--- src/rtl/note_player_if.sv ---
// Note-stream and playback bus between the song reader / codec side and note_player.
// The slave modport is the player's view; master is the driver's view.
interface note_player_if #(
  parameter int PHASE_W = 20,
  parameter int DUR_W   = 6,
  parameter int NOTE_W  = 6
);
  logic               play;
  logic               new_note;
  logic [NOTE_W-1:0]  note;
  logic [DUR_W-1:0]   duration;
  logic               beat;
  logic               generate_next_sample;
  logic [PHASE_W-1:0] step;
  logic [NOTE_W-1:0]  note_out;
  logic [PHASE_W-1:0] phase;
  logic               playing;
  logic               silent;
  logic               note_done;

  modport slave (
    input  play, new_note, note, duration, beat, generate_next_sample, step,
    output note_out, phase, playing, silent, note_done
  );

  modport master (
    output play, new_note, note, duration, beat, generate_next_sample, step,
    input  note_out, phase, playing, silent, note_done
  );
endinterface

--- src/rtl/note_player.sv ---
// Plays one note at a time: latches note/duration, counts beats, steps the phase accumulator.
// Optional NOTE_PLAYER_RELEASE_GAP_EN mutes and holds phase during the last beat of a note.
module note_player #(
  parameter int PHASE_W = 20,
  parameter int DUR_W   = 6,
  parameter int NOTE_W  = 6
) (
  input logic           clk,
  input logic           reset_n,
  note_player_if.slave  bus
);
  typedef enum logic [1:0] {IDLE, PLAYING, DONE} state_t;

  state_t             state, state_nxt;
  logic [NOTE_W-1:0]  note_q;
  logic [DUR_W-1:0]   remaining;
  logic [PHASE_W-1:0] phase_q;
  logic               run, expire, gap, advance;
  logic               playing, silent, note_done;

  assign run     = (state == PLAYING) && bus.play;
  assign expire  = run && bus.beat && (remaining <= DUR_W'(1));
`ifdef NOTE_PLAYER_RELEASE_GAP_EN
  assign gap     = (state == PLAYING) && (remaining == DUR_W'(1));
`else
  assign gap     = 1'b0;
`endif
  assign advance = run && bus.generate_next_sample && (note_q != '0) && !gap;

  always_ff @(posedge clk or negedge reset_n) begin
    if (!reset_n) state <= IDLE;
    else          state <= state_nxt;
  end

  // A load beats everything, including an expiring beat in the same cycle.
  always_comb begin
    state_nxt = state;
    case (state)
      IDLE:    if (bus.new_note) state_nxt = PLAYING;
      PLAYING: if (bus.new_note) state_nxt = PLAYING;
               else if (expire)  state_nxt = DONE;
      DONE:    state_nxt = bus.new_note ? PLAYING : IDLE;
      default: state_nxt = IDLE;
    endcase
  end

  always_comb begin
    playing   = (state == PLAYING);
    note_done = (state == DONE);
    silent    = !playing || !bus.play || (note_q == '0) || gap;
  end

  always_ff @(posedge clk or negedge reset_n) begin
    if (!reset_n) begin
      note_q    <= '0;
      remaining <= '0;
      phase_q   <= '0;
    end else if (bus.new_note) begin
      note_q    <= bus.note;
      remaining <= bus.duration;
      phase_q   <= '0;
    end else begin
      // duration 0 behaves as 1: saturate rather than wrap
      if (run && bus.beat && remaining != '0) remaining <= remaining - DUR_W'(1);
      if (advance) phase_q <= phase_q + bus.step;
    end
  end

  assign bus.note_out  = note_q;
  assign bus.phase     = phase_q;
  assign bus.playing   = playing;
  assign bus.silent    = silent;
  assign bus.note_done = note_done;
endmodule

--- src/flat_wrapper.sv ---
// flat-port wrapper written by rule: the top's interface ports become plain ports
module note_player_flat 
#(
  parameter int PHASE_W = 20,
  parameter int DUR_W   = 6,
  parameter int NOTE_W  = 6
)
  (clk, reset_n, bus_play, bus_new_note, bus_note, bus_duration, bus_beat, bus_generate_next_sample, bus_step, bus_note_out, bus_phase, bus_playing, bus_silent, bus_note_done);
  note_player_if #(.PHASE_W(PHASE_W), .DUR_W(DUR_W), .NOTE_W(NOTE_W)) bus_i ();
  input logic clk;
  input logic reset_n;
  input wire logic [$bits(bus_i.play)-1:0] bus_play;
  input wire logic [$bits(bus_i.new_note)-1:0] bus_new_note;
  input wire logic [$bits(bus_i.note)-1:0] bus_note;
  input wire logic [$bits(bus_i.duration)-1:0] bus_duration;
  input wire logic [$bits(bus_i.beat)-1:0] bus_beat;
  input wire logic [$bits(bus_i.generate_next_sample)-1:0] bus_generate_next_sample;
  input wire logic [$bits(bus_i.step)-1:0] bus_step;
  output wire logic [$bits(bus_i.note_out)-1:0] bus_note_out;
  output wire logic [$bits(bus_i.phase)-1:0] bus_phase;
  output wire logic [$bits(bus_i.playing)-1:0] bus_playing;
  output wire logic [$bits(bus_i.silent)-1:0] bus_silent;
  output wire logic [$bits(bus_i.note_done)-1:0] bus_note_done;
  assign bus_i.play = bus_play;
  assign bus_i.new_note = bus_new_note;
  assign bus_i.note = bus_note;
  assign bus_i.duration = bus_duration;
  assign bus_i.beat = bus_beat;
  assign bus_i.generate_next_sample = bus_generate_next_sample;
  assign bus_i.step = bus_step;
  assign bus_note_out = bus_i.note_out;
  assign bus_phase = bus_i.phase;
  assign bus_playing = bus_i.playing;
  assign bus_silent = bus_i.silent;
  assign bus_note_done = bus_i.note_done;
  note_player #(.PHASE_W(PHASE_W), .DUR_W(DUR_W), .NOTE_W(NOTE_W)) u_core (.clk(clk), .reset_n(reset_n), .bus(bus_i));
endmodule
--- config.mk ---
export PLATFORM = sky130hd
export DESIGN_NAME = note_player_flat
export DESIGN_NICKNAME = d
export VERILOG_FILES = /design/src/rtl/note_player_if.sv /design/src/rtl/note_player.sv /design/src/flat_wrapper.sv
export SDC_FILE = /design/constraint.sdc
export NUM_CORES = 1
export LEC_CHECK = 0
export CAP_MARGIN = 20
export CELL_PAD_IN_SITES_DETAIL_PLACEMENT = 0
export CELL_PAD_IN_SITES_GLOBAL_PLACEMENT = 1
export CORE_ASPECT_RATIO = 1.5
export CORE_UTILIZATION = 36
export CTS_CLUSTER_DIAMETER = 30
export DETAILED_ROUTE_END_ITERATION = 8
export PLACE_DENSITY_LB_ADDON = 0.1
export RECOVER_POWER = 100
export SLEW_MARGIN = 40
export SYNTH_ARGS = -nofsm -noshare
export SYNTH_HDL_FRONTEND = slang
export SYNTH_SLANG_ARGS = --single-unit
--- constraint.sdc ---
create_clock -name clk -period 2.6 [get_ports clk]
set_input_delay 0.26 -clock clk [delete_from_list [all_inputs] [get_ports clk]]
set_output_delay 0.26 -clock clk [all_outputs]
set_load 0.005 [all_outputs]
Word level (Yosys, flattened, before mapping)
Index checks and enable logic that the tools add are counted.

storage, ports and cells
  flip-flop bits (word level) = 34
  bits of input ports = 38
  output and inout port bits = 29

cells by class
  $lt $le $gt $ge = 1
  equality and inequality tests = 4
  multiplexer cells = 9
  reductions and logical operators = 17
  add/subtract/negate cells = 2

operator list
  cell                                                                    number
  20-bit two-way mux                                                      2
  20-bit adder                                                            1
  6-bit two-way mux                                                       2
  6-bit nonzero test                                                      2
  6-bit by 1-bit <= comparator with 1-bit output (second input constant)  1
  1-bit logical AND                                                       6
  6-bit logical NOT                                                       1
  2-bit two-way mux                                                       3
  2-bit case mux with 3 select lines                                      1
  6-bit by 1-bit subtractor with 6-bit output (second input constant)     1
  2-bit nonzero test                                                      2
  3-bit by 2-bit != test with 1-bit output (second input constant)        1
  2-bit by 1-bit == test with 1-bit output (second input constant)        1
  2-bit == test (second input constant)                                   1
  1-bit logical NOT                                                       2
  2-bit logical NOT                                                       1
  1-bit logical OR                                                        2
  2-bit != test (second input constant)                                   1
  2-bit AND reduction                                                     1
  1-bit two-way mux                                                       1

Longest topological paths before layout
  word-level depth = 7
  depth in mapped cells = 9
  gate-level depth less buffers = 9

Worst setup path after synthesis
OpenSTA, ideal clock, no wires.

  path kind = register -> register
  start = register u_core.phase_q[10] (netlist: u_core.bus.phase[10])
  end = register u_core.phase_q[19] (netlist: u_core.bus.phase[19])
  path buffers = 1
  arrival time = 2.227 ns
  clock period less this slack = 2.355 ns
  stages on the path, launching flop included = 10
  required time = 2.473 ns
  setup slack = 0.245 ns
  cell sequence = dfrtp_1 > ha_1 > clkbuf_2 > nand4_1 > a21oi_1 > a221oi_2 > o311a_2 > o2111a_1 > a21oi_2 > mux2_1

on the way
  word-level cells in the longest chain between the ends = 3

RTL lines
  element                 line               text
  start, declared         note_player.sv:17  logic [PHASE_W-1:0] phase_q;
  start signal, assigned  note_player.sv:65  if (advance) phase_q <= phase_q + bus.step;
  20-bit adder            note_player.sv:65
  20-bit two-way mux      note_player.sv:65
  20-bit two-way mux      note_player.sv:58  end else if (bus.new_note) begin

Every way passes these cells. The select of a mux whose other input is x is not followed.
A chain may end at the register's enable or synchronous reset.

Final worst setup path
  start = register u_core.note_q[1] (netlist: u_core.bus.note_out[1])
  end = output bus_silent

on the way
  word-level cells in the longest chain between the ends = 2

RTL lines
  element                 line                text
  start, declared         note_player.sv:15   logic [NOTE_W-1:0] note_q;
  start signal, assigned  note_player.sv:59   note_q <= bus.note;
  6-bit logical NOT       note_player.sv:50   silent = !playing || !bus.play || (note_q == '0) || gap;
  1-bit logical OR        note_player.sv:50
  end, declared           flat_wrapper.sv:22  output wire logic [$bits(bus_i.silent)-1:0] bus_silent;

Every way passes these cells.

==> metrics list <==
- Setup violations remaining at the end of the flow were counted as 0.
- Count of routing violations after the opening detailed-route iteration: 105
* Slowest cell on the critical path: sky130_fd_sc_hd__dlygate4sd3_1
- The top cell type by area accounts for 35.3% of the synthesized area.
- Power Total: 1560 µW
- Area of the die: 7040 µm²
* Crit path buf inv count: 2
* I/O Buffers: 66
* Worst IR drop on VDD: 0.222 mV
- Setup repair after global routing left no endpoint under its margin.
* Startpoint types: register
- Sequential area share after synthesis: 35.3%
- Routed length per instance: 14.3 µm
- Crit-path cells: or4_1 > o311a_1 > inv_1 > dlygate4sd3_1
* Antenna violations before repair: 0
- Buffers inserted to repair hold after CTS numbered 0.
- Global Route Usage Sum: 19.3%
- Once the clock tree was built, the resizer swapped 0 gates to a different size.
- Ports placed on the boundary: 67
* Top delay family on crit path: buffers and inverters
- Final period util: 94.1%
* Clock latency reported for the late side of the worst-skew pair: 290 ps
- Across the run, the number of max-cap violations was 0.
- By startpoint and endpoint, the worst setup path is classified as reg -> out.
* Biggest area contributors in the synthesized netlist: sky130_fd_sc_hd__dfrtp_1, sky130_fd_sc_hd__ha_1, sky130_fd_sc_hd__nand2_1
* CP Max Fanout: 3
- Synth Warn #: 0
- Fraction of final layout cells with drive strength greater than 1: 11.8%
* Area growth, synth to finish: 39.8%
- Cell taking the most area after synthesis: sky130_fd_sc_hd__dfrtp_1
- Worst clock skew on the final layout: 5.33 ps
* Critical Path RT: 2340 ps
- Worst-case headroom to the max-slew limit: 40.1%
* Hold_ws: 452 ps
- Number of nets in the layout: 417
- Detailed routing inserted a total of 2242 vias.
- Initial cell density of the core: 37.2%
- Most repeated cell in the gate-level netlist after synthesis: sky130_fd_sc_hd__nand2_1
- Wire length of the first global-routing pass: 10.3 mm
* Total count of hold-check failures in the final report: 0
* Antenna Cells: 0
- Number of flops mapped to enable cells by yosys: 0
- For this run, the leading register cell type out of synthesis is sky130_fd_sc_hd__dfrtp_1.
- Clock slew seen by the registers of the worst setup and hold paths: 80 ps
- The worst register-to-register path begins at u_core.bus.phase[9].
* Maximum buffer depth of the clock tree: 2
- Vert. Die Dim: 102 µm
* Total count of max-transition violations in the final report: 0
* Number of sinks on the clock net: 34
- Hold crit path type: reg -> reg
* Synthesized netlist net count: 334
- At the end of routability-driven placement, the weighted congestion stood at 0.793.
- Cell area after technology mapping: 2410 µm²
- Entering global routing, the biggest net connects 35 pins.
- Wires add up to 6.19 mm.
- Once the clock tree was built, the setup fixing pass inserted 0 buffers.
* Result of the run: finished clean
* Critical path's largest stage delay: 560 ps
- Start point of the critical path: u_core.bus.note_out[1]
- After synthesis the netlist holds a flip-flop and latch count of 34.
- The tree is rooted in a sky130_fd_sc_hd__clkbuf_8.
- Of all flip-flops after synthesis, the portion carrying an async set or reset was 100%.
- Die W: 68.9 µm
- Start point of the worst hold path: u_core.state[1]
* DP HPWL: 4.66 mm
- For this run the aggregate overflow at the end of global routing stands at 0.
* Mean instance size in the synthesized netlist: 8.84 µm²
* Synth unique cells: 47
- Number of design rule violations left after detail routing: 0
- Static timing analysis puts the maximum clock frequency at 0.409 GHz.
- The initialized floorplan defines 36 standard-cell rows.
* H-tree depth: 2
* Total power per unit cell area: 463 nW/µm²
- WP data arrival: 2190 ps
- TritonCTS built the clock tree.
- Category of the worst setup path capture point: primary output
* Number of buffers created by CTS: 5
- By count the netlist is led by sky130_fd_sc_hd__nand2_1, sky130_fd_sc_hd__dfrtp_1, sky130_fd_sc_hd__a21oi_1.
- Drt pass-1 iters: 4
* Leakage power figure: 0.00152 µW
- Post-synthesis instance total: 273
- Average via count per standard cell: 5.18
- Core ar.: 6490 µm²
- The number of global-route vias before repair is 2235.
* Clock period minus final worst setup slack: 2450 ps
- End-of-flow core utilization: 52.0%
- Worst Max-Slew Pin Slew: 899 ps
- Number of nets with antenna violations after routing: 0
path summary, 6_finish.rpt:
| check | end | slack (ps) | depth (start not counted) |
|---|---|---|---|
| max in group asynchronous | u_core.bus.phase[6] | 1420 | 2 |
| setup / recovery | bus_silent | 150 | 4 |
| hold / removal | u_core.state[0] | 450 | 1 |
| min in group asynchronous | u_core.bus.note_out[1] | 620 | 2 |
| setup reg to reg | u_core.bus.phase[19] | 160 | 8 |
| hold reg to reg | u_core.state[0] | 450 | 1 |
through the flow:
step / std cells / worst slack, ps / TNS (ps) / area (µm²)
2_1_floorplan: 273 / 245 / 0 / 2410
3_3_place_gp: 425 / -138 / -426 / 3280
3_5_place_dp: 425 / -161 / -496 / 3280
4_1_cts: 433 / 100 / 0 / 3380
5_1_grt: 433 / 5.84 / 0 / 3370
6_report: 433 / 153 / 0 / 3370
flip-flops by register name, summed over array words and instances (netlist names):
signal and cells:
u_core.bus.note_out 6, u_core.bus.phase 20, u_core.remaining 6, u_core.state 2
placed cells by master (no fill, tap or decap), types with 3 or more instances in the layout:
cell	n
sky130_fd_sc_hd__o211ai_1	5
sky130_fd_sc_hd__xnor2_1	12
sky130_fd_sc_hd__nor3_1	4
sky130_fd_sc_hd__clkdlybuf4s50_1	35
sky130_fd_sc_hd__a22o_1	3
sky130_fd_sc_hd__nor2_1	11
sky130_fd_sc_hd__nand2_1	47
sky130_fd_sc_hd__dlygate4sd3_1	31
sky130_fd_sc_hd__nand3b_1	3
sky130_fd_sc_hd__mux2_2	7
sky130_fd_sc_hd__inv_1	6
sky130_fd_sc_hd__nand4_1	3
sky130_fd_sc_hd__xor2_1	8
sky130_fd_sc_hd__dfrtp_1	34
sky130_fd_sc_hd__ha_1	22
sky130_fd_sc_hd__a21o_1	3
sky130_fd_sc_hd__o21ai_0	19
sky130_fd_sc_hd__nand3_1	4
sky130_fd_sc_hd__and3_1	3
sky130_fd_sc_hd__clkbuf_8	6
sky130_fd_sc_hd__a21oi_1	31
sky130_fd_sc_hd__buf_4	20
cell type report:
class	instances	area, µm²
Fill cell	658	3110
Multi-Input combinational cell	219	1480
Sequential cell	34	851
Timing Repair Buffer	90	832
Tap cell	76	95.1
Clock buffer	6	82.6
Inverter	6	22.5
Clock inverter	2	12.5
power by group:
group	internal, µW	leakage [µW]	switching, µW	total, µW
logic	279	0.00104	245	525
registers	574	0.000438	37.7	612
clock network	213	0.0000472	212	425
total	1070	0.00152	495	1560
cells by family (layout without fill, tap and decap cells):
logic type | Yosys count | in the layout | synth area share [%]
and+or+nand+nor | 86 | 86 | 16.3
AOI/OAI and AO/OA | 82 | 82 | 21.5
DFF | 34 | 34 | 35.3
adders and majority gates | 23 | 23 | 12.2
xor gates and xnor gates | 20 | 20 | 7.26
buffers and inverters | 20 | 104 | 3.68
muxes | 8 | 8 | 3.73
metal layers:
metal / up-vias / routed length, µm / part of all wire [%] / global-route usage (%)
met5: - / 0 / 0 / 0
met4: 0 / 73 / 1.2 / 5.81
met3: 5 / 200 / 3.2 / 3.01
met2: 42 / 3220 / 52 / 34.4
met1: 1046 / 2700 / 44 / 22.9
li1: 1149 / - / - / -
Power figures use the tool's default switching activity.
